## src/rtl/pattern_pkg.sv

```systemverilog
// Definitions shared by the serial pattern detector and its match event reporter.
package pattern_pkg;

  localparam logic ST_IDLE  = 1'b0;
  localparam logic ST_COUNT = 1'b1;

  typedef enum logic {
    S_IDLE  = ST_IDLE,
    S_COUNT = ST_COUNT
  } rep_state_t;

  // Detector state codes live here so both stages agree on one encoding.
  typedef enum logic [1:0] {
    DET_A = 2'd0,
    DET_B = 2'd1,
    DET_C = 2'd2
  } det_state_t;

endpackage

```

## src/rtl/window_timer.sv

```systemverilog
// Free-running window timer: counts 0..WINDOW_CYCLES-1 while run is high and
// flags the final cycle of each window with win_end.
module window_timer #(
  parameter int WIN_W         = 16,
  parameter int WINDOW_CYCLES = 1000
) (
  input  logic CLK,
  input  logic RST,
  input  logic clr,
  input  logic run,
  output logic win_end
);

  localparam logic [WIN_W-1:0] LAST = WIN_W'(WINDOW_CYCLES - 1);

  logic [WIN_W-1:0] timer_q;

  assign win_end = run && (timer_q == LAST);

  always_ff @(posedge CLK) begin
    if (RST || clr) begin
      timer_q <= '0;
    end else if (run) begin
      timer_q <= (timer_q == LAST) ? '0 : timer_q + 1'b1;
    end
  end

endmodule

```

## src/rtl/match_event_reporter.sv

```systemverilog
// Counts detector match pulses per fixed window and publishes each window's
// count through a one-entry valid/ready register; unacceptable reports are dropped.
module match_event_reporter
  import pattern_pkg::*;
#(
  parameter int CNT_W         = 8,
  parameter int WIN_W         = 16,
  parameter int WINDOW_CYCLES = 1000
) (
  input  logic             CLK,
  input  logic             RST,
  input  logic             ENABLE,
  input  logic             EVT_IN,
  output logic [CNT_W-1:0] CNT_OUT,
  output logic             CNT_SAT,
  output logic             CNT_VALID,
  input  logic             CNT_READY,
  output logic             OVERRUN
);

  localparam logic [CNT_W-1:0] CNT_MAX = '1;

  rep_state_t       state_q;
  logic [CNT_W-1:0] acc_q, acc_d;
  logic             acc_sat_q, acc_sat_d;
  logic [CNT_W-1:0] cnt_out_q;
  logic             cnt_sat_q, valid_q, overrun_q;
  logic             counting, win_end, slot_free, load;

  assign counting  = (state_q == S_COUNT) && ENABLE;
  assign slot_free = !valid_q || CNT_READY;
  assign load      = win_end && slot_free;

  window_timer #(
    .WIN_W        (WIN_W),
    .WINDOW_CYCLES(WINDOW_CYCLES)
  ) u_timer (
    .CLK    (CLK),
    .RST    (RST),
    .clr    (!counting),
    .run    (counting),
    .win_end(win_end)
  );

  // Saturating sum including this cycle's event; doubles as the window-end value.
  always_comb begin
    acc_d     = acc_q;
    acc_sat_d = acc_sat_q;
    if (EVT_IN) begin
      if (acc_q == CNT_MAX) begin
        acc_sat_d = 1'b1;
      end else begin
        acc_d = acc_q + 1'b1;
      end
    end
  end

  always_ff @(posedge CLK) begin
    if (RST) begin
      state_q   <= S_IDLE;
      acc_q     <= '0;
      acc_sat_q <= 1'b0;
      cnt_out_q <= '0;
      cnt_sat_q <= 1'b0;
      valid_q   <= 1'b0;
      overrun_q <= 1'b0;
    end else begin
      overrun_q <= win_end && !slot_free;

      if (load) begin
        cnt_out_q <= acc_d;
        cnt_sat_q <= acc_sat_d;
        valid_q   <= 1'b1;
      end else if (valid_q && CNT_READY) begin
        valid_q <= 1'b0;
      end

      case (state_q)
        S_IDLE: begin
          acc_q     <= '0;
          acc_sat_q <= 1'b0;
          if (ENABLE) state_q <= S_COUNT;
        end
        S_COUNT: begin
          if (!ENABLE || win_end) begin
            acc_q     <= '0;
            acc_sat_q <= 1'b0;
            if (!ENABLE) state_q <= S_IDLE;
          end else begin
            acc_q     <= acc_d;
            acc_sat_q <= acc_sat_d;
          end
        end
        default: state_q <= S_IDLE;
      endcase
    end
  end

  assign CNT_OUT   = cnt_out_q;
  assign CNT_SAT   = cnt_sat_q;
  assign CNT_VALID = valid_q;
  assign OVERRUN   = overrun_q;

endmodule

```

## config.mk

```make
export PLATFORM = sky130hd
export DESIGN_NAME = match_event_reporter
export DESIGN_NICKNAME = d
export VERILOG_FILES = /design/src/rtl/pattern_pkg.sv /design/src/rtl/window_timer.sv /design/src/rtl/match_event_reporter.sv
export SDC_FILE = /design/constraint.sdc
export NUM_CORES = 1
export LEC_CHECK = 0
export CELL_PAD_IN_SITES_DETAIL_PLACEMENT = 1
export CELL_PAD_IN_SITES_GLOBAL_PLACEMENT = 1
export CORE_MARGIN = 2
export CORE_UTILIZATION = 42
export CTS_CLUSTER_DIAMETER = 30
export DETAILED_ROUTE_END_ITERATION = 7
export GPL_TIMING_DRIVEN = 0
export MAX_ROUTING_LAYER = met4
export PLACE_DENSITY_LB_ADDON = 0.1
export SKIP_CTS_REPAIR_TIMING = 1
export SLEW_MARGIN = 20
export SYNTH_ARGS = -nofsm -noshare
export SYNTH_HDL_FRONTEND = slang
export SYNTH_SLANG_ARGS = --single-unit
```

## constraint.sdc

```tcl
create_clock -name CLK -period 1.9 [get_ports CLK]
set_input_delay 0.57 -clock CLK [delete_from_list [all_inputs] [get_ports CLK]]
set_output_delay 0.57 -clock CLK [all_outputs]
set_load 0.1 [all_outputs]
```

; ---- After elaboration in Yosys (flattened, before gate mapping)
; Cells that the tools add are included.
[op_classes]
mux = 14
n_bitwise = 1
n_eq_ne = 2
reduce_logical = 13
add_sub_neg = 2
[op_table]
columns = cell, count
row1 = $mux W8, 3
row2 = $add A16 B1 Y16 const B, 1
row3 = $eq A16 B10 Y1 const B, 1
row4 = $mux W16, 1
row5 = $pmux W8 S2, 1
row6 = $add A8 B1 Y8 const B, 1
row7 = $eq A8 B8 Y1 const B, 1
row8 = $mux W1, 7
row9 = $logic_and A1 B1 Y1, 5
row10 = $logic_not A1 Y1, 4
row11 = $pmux W1 S2, 2
row12 = $logic_or A1 B1 Y1, 3
row13 = $reduce_bool A2 Y1, 1
row14 = $not A1 Y1, 1
[totals]
in_bits = 5
out_inout_bits = 11
word_cells = 40
ff_bits = 37

; ---- Logic depth before layout (Yosys ltp)
; Gate-level depths: netlist (run 1).
[logic_depth]
ltp_word = 5
mapped_depth = 6
ltp_nobuf = 5

; ---- Modules after synthesis
; Synthesis (run 1) repeated with hierarchy kept, for this count alone.
[hier_totals]
hier_cells = 185
hier_area_um2 = 1619.1
[modules_own_cells]
columns = module, instances, seq_area_each_um2, cells_each, area_per_inst_um2
row1 = match_event_reporter, 1, 420.4, 97, 859.6
row2 = window_timer, 1, 320.3, 88, 759.5

; ---- Worst setup path before layout (run 1)
; Ideal clock, no wire load.
[synth_timing]
path_type = register -> register
from = register valid_q, in the netlist CNT_VALID
to = register cnt_sat_q, in the netlist CNT_SAT
path_buffers = 0
path_slack_ns = 0.084
stages_incl_launch_ff = 5
period_less_slack_ns = 1.816
t_arrival_ns = 1.730
path_cell_list = dfxtp_1 nor2b_1 nand2b_1 nor2_1 a211oi_1
[synth_between]
elab_chain_len = 3
[synth_lines]
columns = element, line_no
row1 = "start, declared", match_event_reporter.sv:27  ; logic cnt_sat_q, valid_q, overrun_q;
row2 = "start signal, assigned", match_event_reporter.sv:65  ; valid_q <= 1'b0;
row3 = "start signal, assigned", match_event_reporter.sv:73  ; valid_q <= 1'b1;
row4 = "start signal, assigned", match_event_reporter.sv:75  ; valid_q <= 1'b0;
row5 = $logic_not A1 Y1, match_event_reporter.sv:31  ; assign slot_free = !valid_q || CNT_READY;
row6 = $logic_or A1 B1 Y1, match_event_reporter.sv:31
row7 = $logic_and A1 B1 Y1, match_event_reporter.sv:32  ; assign load = win_end && slot_free;
row8 = "end signal, assigned", match_event_reporter.sv:72  ; cnt_sat_q <= acc_sat_d;
row9 = "end, declared", match_event_reporter.sv:27
; Every way passes these cells.
; A chain may end at the register's enable or synchronous reset.

; ---- Worst setup path after layout (run 1)
[layout_timing]
from = register u_timer.timer_q[10]
to = register cnt_out_q[4], in the netlist CNT_OUT[4]
[layout_between]
elab_chain_len = 3
[layout_lines]
columns = element, line_no
row1 = "start, declared", window_timer.sv:16  ; logic [WIN_W-1:0] timer_q;
row2 = "start signal, assigned", window_timer.sv:24  ; timer_q <= (timer_q == LAST) ? '0 : timer_q + 1'b1;
row3 = $eq A16 B10 Y1, window_timer.sv:18  ; assign win_end = run && (timer_q == LAST);
row4 = $logic_and A1 B1 Y1, window_timer.sv:18
row5 = $logic_and A1 B1 Y1, match_event_reporter.sv:32
row6 = "end signal, assigned", match_event_reporter.sv:63  ; cnt_out_q <= '0;
row7 = "end signal, assigned", match_event_reporter.sv:71  ; cnt_out_q <= acc_d;
row8 = "end, declared", match_event_reporter.sv:26  ; logic [CNT_W-1:0] cnt_out_q;
; Every way passes these cells.

==> implementation parameters, run 1 <==
Parameter                              Value

Logic synthesis
  Most used flip-flop cell after synthesis    sky130_fd_sc_hd__dfxtp_1
  Avg Inst Size Synth    8.95 um2
  Fraction of synthesized cell area taken by the top area cell type    44.3%
  Post-synth ARST share    0%
  Fraction of the yosys area taken by sequential cells    44.3%
  Dominant cell type by area after synthesis    sky130_fd_sc_hd__dfxtp_1
  Count of warnings emitted by yosys    0
  Number of enable-type register cells in the synthesized netlist    0
  Net count after synthesis    194
  Cells after synthesis    187
  Post-Syn Area    0.00167 mm2
  Post-synthesis sequential element count    37
  Main area contributors after synthesis    sky130_fd_sc_hd__dfxtp_1 44%, sky130_fd_sc_hd__nor2_1 5.2%, sky130_fd_sc_hd__a21oi_1 4.5%
  Number of distinct library cells after synthesis    41

Clocking
  Clock buffers created by TritonCTS    5
  Clock Tree Root    sky130_fd_sc_hd__clkbuf_8
  Worst-case clock buffer depth    2
  Total number of H-tree levels    2
  Skew-Pair Late Insertion Delay    0.30 ns
  Clk pin slew, worst setup/hold paths    0.07 ns
  TritonCTS Sinks    37
  Clock tree from TritonCTS    built

STA
  Final setup violation count    0
  Number of pins exceeding their max-slew limit in the final report    0
  Final setup skew    0.0102 ns
  Total count of hold-check failures in the final report    0
  Max frequency    0.550 GHz
  Tmin final    1.82 ns
  Tcrit/Tclk final    95.7%
  Post-Route Setup TNS    0 ns
  Transition time at the pin with the least slew margin    0.549 ns
  Slew headroom    63.6%

Worst setup path
  Classification of the worst setup path    flip-flop to flip-flop
  Worst EP arrival    2.04 ns
  Buffers and inverters on the worst path    1
  Delay of the slowest cell on the worst path    0.55 ns
  Slowest CP cell    sky130_fd_sc_hd__or4b_1
  Startpoint of the worst register-to-register path    u_timer.timer_q[10]$_SDFFE_PP0N_
  Register-to-Register Setup Slack    0.08 ns
  Cell class contributing the biggest share of worst-path delay    simple AND/OR/NAND/NOR gates
  Cell count of the worst reg-to-reg path    5
  Critical path fanouts, max    8
  Required time at the worst-slack endpoint    2.12 ns
  Worst path cell trace    buf_2 -> or4b_1 -> nor3_2 -> o2111ai_1 -> a21oi_1
  Capturing point of the worst reg2reg path    CNT_OUT[4]$_SDFFE_PP0P_
  Nature of the critical path endpoint    flip-flop
  Kind of launch point of the worst setup path    flip-flop

Floorplan
  Starting Density    44.7%
  Die X    67.1 um
  Die height    67.1 um
  Core Area    0.00374 mm2
  Number of rows in the core area    22
  Die area    0.00450 mm2
  Total I/O pin count    16

Placement
  Half-perimeter wire length after detailed placement    3210 um
  Final weighted congestion in routability-driven placement    0.841
  Number of buffer cells added on primary ports    15
  Number of placed cells counting well taps    250
  Post-placement cell area    0.00188 mm2

Global route
  Most heavily used metal layer in global routing    met2
  Grt met3 use    4.39%
  Number of antenna violations at the first check in global routing    0
  Maximum number of pins on one net before global-route repair    11
  Met2 usage in global routing    32.1%
  Wire length of the first global-routing pass    7340 um
  Total GRT Usage    22.4%
  Via count of the first global-routing pass    1531
  GR met1 Demand/Resource    30.6%
  Aggregate global routing overflow    0

Drt
  Number of vias per cell    5.84
  Wirelength per Cell    17.3 um
  Via count    1512
  ANT nets after route    0
  DR pass1 iterations    4
  DRC Markers    0
  Post-Route WL    4470 um
  DRC marker count from the first detailed-route iteration    101

Job
  Maxcap violations    0

Power
  Static leakage power    0.667 nW
  Pwr/cell area    694 mW/mm2
  Max IR drop VDD    0.434 mV

Cells and area
  Final non-filler cell area    0.00199 mm2
  Fraction of layout cells with a size suffix above 1    19.9%
  Final layout net count    218
  Final Non-Filler Cells    259
  Number of diodes added for antenna fixing    0
  Core Util, Final    53.1%
  Area added between synthesis and finish    18.8%

Hold path
  Hold-critical path endpoint    CNT_OUT[4]$_SDFFE_PP0P_
  Path category of the worst min-delay check    flip-flop to flip-flop
  Beginning of the worst hold path    CNT_OUT[4]$_SDFFE_PP0P_
  Hold depth    2

Outcome
  Run status    finished, final reports clean
==> sequential cells by signal (all words and copies together) (netlist names) <==
signal	count
u_timer.timer_q	16
acc_q	8
CNT_VALID	1
CNT_SAT	1
state_q	1
acc_sat_q	1
CNT_OUT	8
OVERRUN	1
==> per-stage QoR <==
| step | total power, mW | setup slack [ns] | hold WS, ns |
|---|---|---|---|
| 2_1_floorplan | 0.811 | 0.0839 | 0.425 |
| 3_3_place_gp | 0.827 | -0.472 | 0.447 |
| 3_5_place_dp | 0.829 | -0.520 | 0.467 |
| 4_1_cts | 1.38 | -0.465 | 0.486 |
| 5_1_grt | 1.42 | -0.0505 | 0.502 |
| 6_report | 1.38 | 0.0821 | 0.483 |
==> worst min-delay path: stages, from the launching register on <==
cell and delay, ns:
sky130_fd_sc_hd__dfxtp_1 0.31, sky130_fd_sc_hd__o21ai_0 0.06, sky130_fd_sc_hd__a21oi_1 0.06
==> worst max path at each step <==
| stage | slack (ns) | startpoint | to | cells past startpoint |
|---|---|---|---|---|
| after floorplan | 0.08 | CNT_VALID$_SDFFE_PP0P_ | CNT_SAT$_SDFFE_PP0P_ | 4 |
| after global placement | -0.47 | ENABLE | u_timer.timer_q[15]$_SDFFE_PP0N_ | 5 |
| after detailed placement | -0.52 | ENABLE | u_timer.timer_q[13]$_SDFFE_PP0N_ | 5 |
| after CTS | -0.47 | CNT_OUT[7]$_SDFFE_PP0P_ | CNT_OUT[7] | 1 |
| after global routing | -0.05 | u_timer.timer_q[0]$_SDFFE_PP0N_ | CNT_OUT[0]$_SDFFE_PP0P_ | 6 |
| final | 0.08 | u_timer.timer_q[10]$_SDFFE_PP0N_ | CNT_OUT[4]$_SDFFE_PP0P_ | 5 |
==> layer usage <==
| metal | up-vias | routed length [um] |
|---|---|---|
| li1 | 733 | - |
| met1 | 750 | 2280 |
| met2 | 19 | 1990 |
| met3 | 10 | 123 |
| met4 | 0 | 76 |
| met5 | - | 0 |
==> area by class of cell <==
| cell class | instances | area [um2] |
|---|---|---|
| multi-input cells | 140 | 937 |
| clock buffers | 7 | 86.3 |
| repair buffers | 18 | 120 |
| inverters | 4 | 15.0 |
| well taps | 48 | 60.1 |
| fillers | 467 | 1760 |
| flip-flops and latches | 37 | 741 |
| plain buffers | 5 | 28.8 |
==> report_power, final <==
part	internal, mW	total, mW	switching (mW)
registers	0.777	0.780	0.00248
clock network	0.288	0.567	0.279
logic	0.0125	0.0331	0.0206
==> cell usage after synthesis (2+ instances only) <==
master	count
sky130_fd_sc_hd__and2_1	2
sky130_fd_sc_hd__nand4b_1	4
sky130_fd_sc_hd__nor2_1	23
sky130_fd_sc_hd__nor3b_1	4
sky130_fd_sc_hd__nor4_1	3
sky130_fd_sc_hd__o2111ai_1	5
sky130_fd_sc_hd__inv_1	4
sky130_fd_sc_hd__o21ai_0	13
sky130_fd_sc_hd__or3_1	3
sky130_fd_sc_hd__dfxtp_1	37
sky130_fd_sc_hd__nor3_1	2
sky130_fd_sc_hd__nand2_1	7
sky130_fd_sc_hd__nor2b_1	2
sky130_fd_sc_hd__xor2_1	5
sky130_fd_sc_hd__nand4_1	9
sky130_fd_sc_hd__xnor2_1	7
sky130_fd_sc_hd__clkbuf_1	2
sky130_fd_sc_hd__a211oi_1	4
sky130_fd_sc_hd__ha_1	2
sky130_fd_sc_hd__and3_1	4
sky130_fd_sc_hd__nand3_1	4
sky130_fd_sc_hd__a21oi_1	15
sky130_fd_sc_hd__and4_1	6
sky130_fd_sc_hd__buf_2	3
==> kinds of logic (layout without fill, tap and decap cells) <==
group / after synthesis / in the layout / synth area share [%]
simple gates: 85 / 85 / 30.4
mux: 1 / 1 / 0.598
fa+ha+maj: 2 / 2 / 1.50
xor+xnor: 12 / 12 / 6.28
compound gates: 40 / 40 / 14.2
buf+inv: 10 / 34 / 2.69
flops: 37 / 37 / 44.3
==> cell usage in the layout, fill, tap and decap left out, types with 4 or more instances in the layout <==
| cell type | n |
|---|---|
| sky130_fd_sc_hd__a21oi_1 | 15 |
| sky130_fd_sc_hd__and3_1 | 4 |
| sky130_fd_sc_hd__and4_1 | 5 |
| sky130_fd_sc_hd__buf_4 | 4 |
| sky130_fd_sc_hd__clkbuf_2 | 11 |
| sky130_fd_sc_hd__clkbuf_8 | 6 |
| sky130_fd_sc_hd__dfxtp_1 | 37 |
| sky130_fd_sc_hd__inv_1 | 4 |
| sky130_fd_sc_hd__nand2_1 | 6 |
| sky130_fd_sc_hd__nand3_1 | 4 |
| sky130_fd_sc_hd__nand4_1 | 9 |
| sky130_fd_sc_hd__nand4b_1 | 4 |
| sky130_fd_sc_hd__nor2_1 | 22 |
| sky130_fd_sc_hd__o2111ai_1 | 5 |
| sky130_fd_sc_hd__o21ai_0 | 13 |
| sky130_fd_sc_hd__xnor2_1 | 7 |
| sky130_fd_sc_hd__xor2_1 | 4 |
Power figures use the tool's default switching activity.
==> run 2: changes to the inputs <==
- SKIP_LAST_GASP: unset -> 1
==> run 2 against run 1 <==
Against the previous run:
- wire length fell by 0.43%
- critical path depth unchanged
- die area stayed put
- sequential power about the same
- design area is 0.69% lower
==> implementation parameters, run 2 (synthesis gave the netlist of run 1 again) <==
Parameter                              Value

Outcome
  Run status    finished, final reports clean

Worst setup path
  Worst path cell trace    clkdlybuf4s50_1 -> and4_2 -> o2111ai_1 -> xor2_1 -> a211oi_1
  Cell class contributing the biggest share of worst-path delay    buffers and inverters
  Worst EP arrival    2.03 ns (about the same)
  Delay of the slowest cell on the worst path    0.55 ns (about the same)
  Kind of launch point of the worst setup path    input pin
  Slowest CP cell    sky130_fd_sc_hd__clkdlybuf4s50_1
  Critical path fanouts, max    5 (-3)
  Classification of the worst setup path    input pin to flip-flop
  Nature of the critical path endpoint    flip-flop
  Buffers and inverters on the worst path    1 (unchanged)
  Required time at the worst-slack endpoint    2.10 ns (-0.02 ns)

Placement
  Number of buffer cells added on primary ports    15 (unchanged)
  Final weighted congestion in routability-driven placement    0.841 (unchanged)
  Number of placed cells counting well taps    250 (unchanged)
  Half-perimeter wire length after detailed placement    3210 um (unchanged)
  Setup WS pre-CTS    -0.520 ns (unchanged)

Floorplan
  Starting Density    44.7% (unchanged)
  Die X    67.1 um (unchanged)
  Core Area    0.00374 mm2 (unchanged)
  Total I/O pin count    16 (unchanged)
  Die height    67.1 um (unchanged)
  Die area    0.00450 mm2 (unchanged)
  Number of rows in the core area    22 (unchanged)

Cells and area
  Most used cells in the layout excluding fill and tap cells    37 x sky130_fd_sc_hd__dfxtp_1, 22 x sky130_fd_sc_hd__nor2_1, 15 x sky130_fd_sc_hd__a21oi_1, 13 x sky130_fd_sc_hd__o21ai_0, 11 x sky130_fd_sc_hd__clkbuf_2
  Core Util, Final    52.7% (-0.37 points)
  Number of diodes added for antenna fixing    0 (unchanged)
  Largest reg by FF count    u_timer.timer_q
  Flip-flop count of the largest register after layout    16 (unchanged)
  Most common cell after layout, fill and taps aside    sky130_fd_sc_hd__dfxtp_1
  Fraction of layout cells with a size suffix above 1    19.0% (-0.95 points)
  Area of all sequential standard cells    741 um2 (unchanged)
  Final Non-Filler Cells    259 (unchanged)
  Total area of multi-input combinational cells    923 um2 (-1.5%)
  Area added between synthesis and finish    18.0%
  Fill count    473 (+1.3%)
  Final layout net count    218 (unchanged)

Drt
  DRC marker count from the first detailed-route iteration    93 (-7.9%)
  Via count    1508 (-0.26%)
  ANT nets after route    0 (unchanged)
  DRC Markers    0 (unchanged)
  Number of vias per cell    5.82 (-0.26%)
  Post-Route WL    4450 um (-0.43%)
  Wirelength per Cell    17.2 um (-0.43%)
  DR pass1 iterations    4 (unchanged)

Job
  Maxcap violations    0 (unchanged)

STA
  Smallest setup slack after layout    0.0739 ns (-0.00815 ns)
  Transition time at the pin with the least slew margin    0.549 ns (+0.000449 ns)
  Final setup violation count    0 (unchanged)
  Number of pins exceeding their max-slew limit in the final report    0 (unchanged)
  Tcrit/Tclk final    96.1% (+0.43 points)
  Tmin final    1.83 ns (+0.00815 ns)
  Final setup skew    0.00860 ns (-0.00163 ns)
  Slew headroom    63.5% (about the same)
  Total count of hold-check failures in the final report    0 (unchanged)
  Max frequency    0.548 GHz (-0.45%)
  Unrepaired setup endpoints after global routing    true

Power
  Fraction of power consumed by combinational cells    2.4% (about the same)
  Pwr/cell area    698 mW/mm2 (+0.51%)
  Max IR drop VDD    0.434 mV (about the same)
  Fraction of power spent switching nets    21.8% (-0.14 points)
  Sequential Power Share    56.6% (about the same)
  Part of the total power dissipated in the clock network    41.0% (about the same)
  Pint    1.08 mW (about the same)
  Static leakage power    0.664 nW (-0.45%)
  Net switching power    300 uW (-0.82%)

Global route
  Total GRT Usage    22.4% (unchanged)
  Via count of the first global-routing pass    1531 (unchanged)
  Wire length of the first global-routing pass    7340 um (unchanged)
  Aggregate global routing overflow    0 (unchanged)
  Number of antenna violations at the first check in global routing    0 (unchanged)
  Maximum number of pins on one net before global-route repair    11 (unchanged)

Hold path
  Path category of the worst min-delay check    flip-flop to flip-flop

Clocking
  Total number of H-tree levels    2 (unchanged)
  Skew-Pair Late Insertion Delay    0.29 ns (about the same)
  Clock Tree Root    sky130_fd_sc_hd__clkbuf_8
  Clock buffers created by TritonCTS    5 (unchanged)
  Clk pin slew, worst setup/hold paths    0.07 ns (about the same)
  Clock tree from TritonCTS    built
  Worst-case clock buffer depth    2 (unchanged)
  TritonCTS Sinks    37 (unchanged)
[run 2: changes by cell type in the layout (fill, tap and decap cells not counted)]
cell,delta
sky130_fd_sc_hd__and4_4,-1
sky130_fd_sc_hd__a211oi_2,-1
sky130_fd_sc_hd__and4_2,+1
sky130_fd_sc_hd__xor2_1,+1
sky130_fd_sc_hd__xor2_2,-1
sky130_fd_sc_hd__a211oi_1,+1
[run 2: path summary, 6_finish.rpt]
kind	endpoint	startpoint	depth (start not counted)	slack [ns]
min	CNT_OUT[4]$_SDFFE_PP0P_	CNT_OUT[4]$_SDFFE_PP0P_	2	0.48
max	CNT_OUT[5]$_SDFFE_PP0P_	EVT_IN	5	0.07
max reg2reg	CNT_OUT[4]$_SDFFE_PP0P_	u_timer.timer_q[10]$_SDFFE_PP0N_	5	0.08
min reg2reg	CNT_OUT[4]$_SDFFE_PP0P_	CNT_OUT[4]$_SDFFE_PP0P_	2	0.48
[run 2: area by class of cell]
class / instances / area share, %
multi-input cells: 140 / 46.8
flip-flops and latches: 37 / 37.5
clock buffers: 7 / 4.37
plain buffers: 5 / 1.46
repair buffers: 18 / 6.08
inverters: 4 / 0.760
well taps: 48 / 3.04
[run 2: power by group through the flow]
stage	Sequential, mW	Clock, mW	Combinational [mW]
4_1_cts	0.779	0.573	0.0320
3_3_place_gp	0.797	0	0.0302
3_5_place_dp	0.797	0	0.0318
2_1_floorplan	0.797	0	0.0146
5_1_grt	0.780	0.606	0.0356
6_report	0.780	0.565	0.0328
[run 2: metal layers]
layer	share of wire (%)	track usage (%)	vias up	routed length [um]
met4	1.7	9.44	0	76
met3	2.9	4.39	10	129
met1	51	30.6	742	2280
met5	0	-	-	0
met2	44	32.1	21	1960
li1	-	-	735	-
[run 2: per-stage QoR]
step	TNS [ns]	hold slack [ns]	instance area, um2	power (mW)
after floorplan	0	0.425	1670	0.811
after global placement	-7.16	0.447	1880	0.827
after detailed placement	-8.46	0.467	1880	0.829
after CTS	-9.59	0.486	1970	1.38
after global routing	-0.192	0.502	1970	1.42
final	0	0.484	1970	1.38
[run 2: tightest hold or removal path, delay by kind of cell (launching register included)]
family         cells  cell delay, ns
flip-flops         1            0.31
AO/OA/AOI/OAI      2            0.12
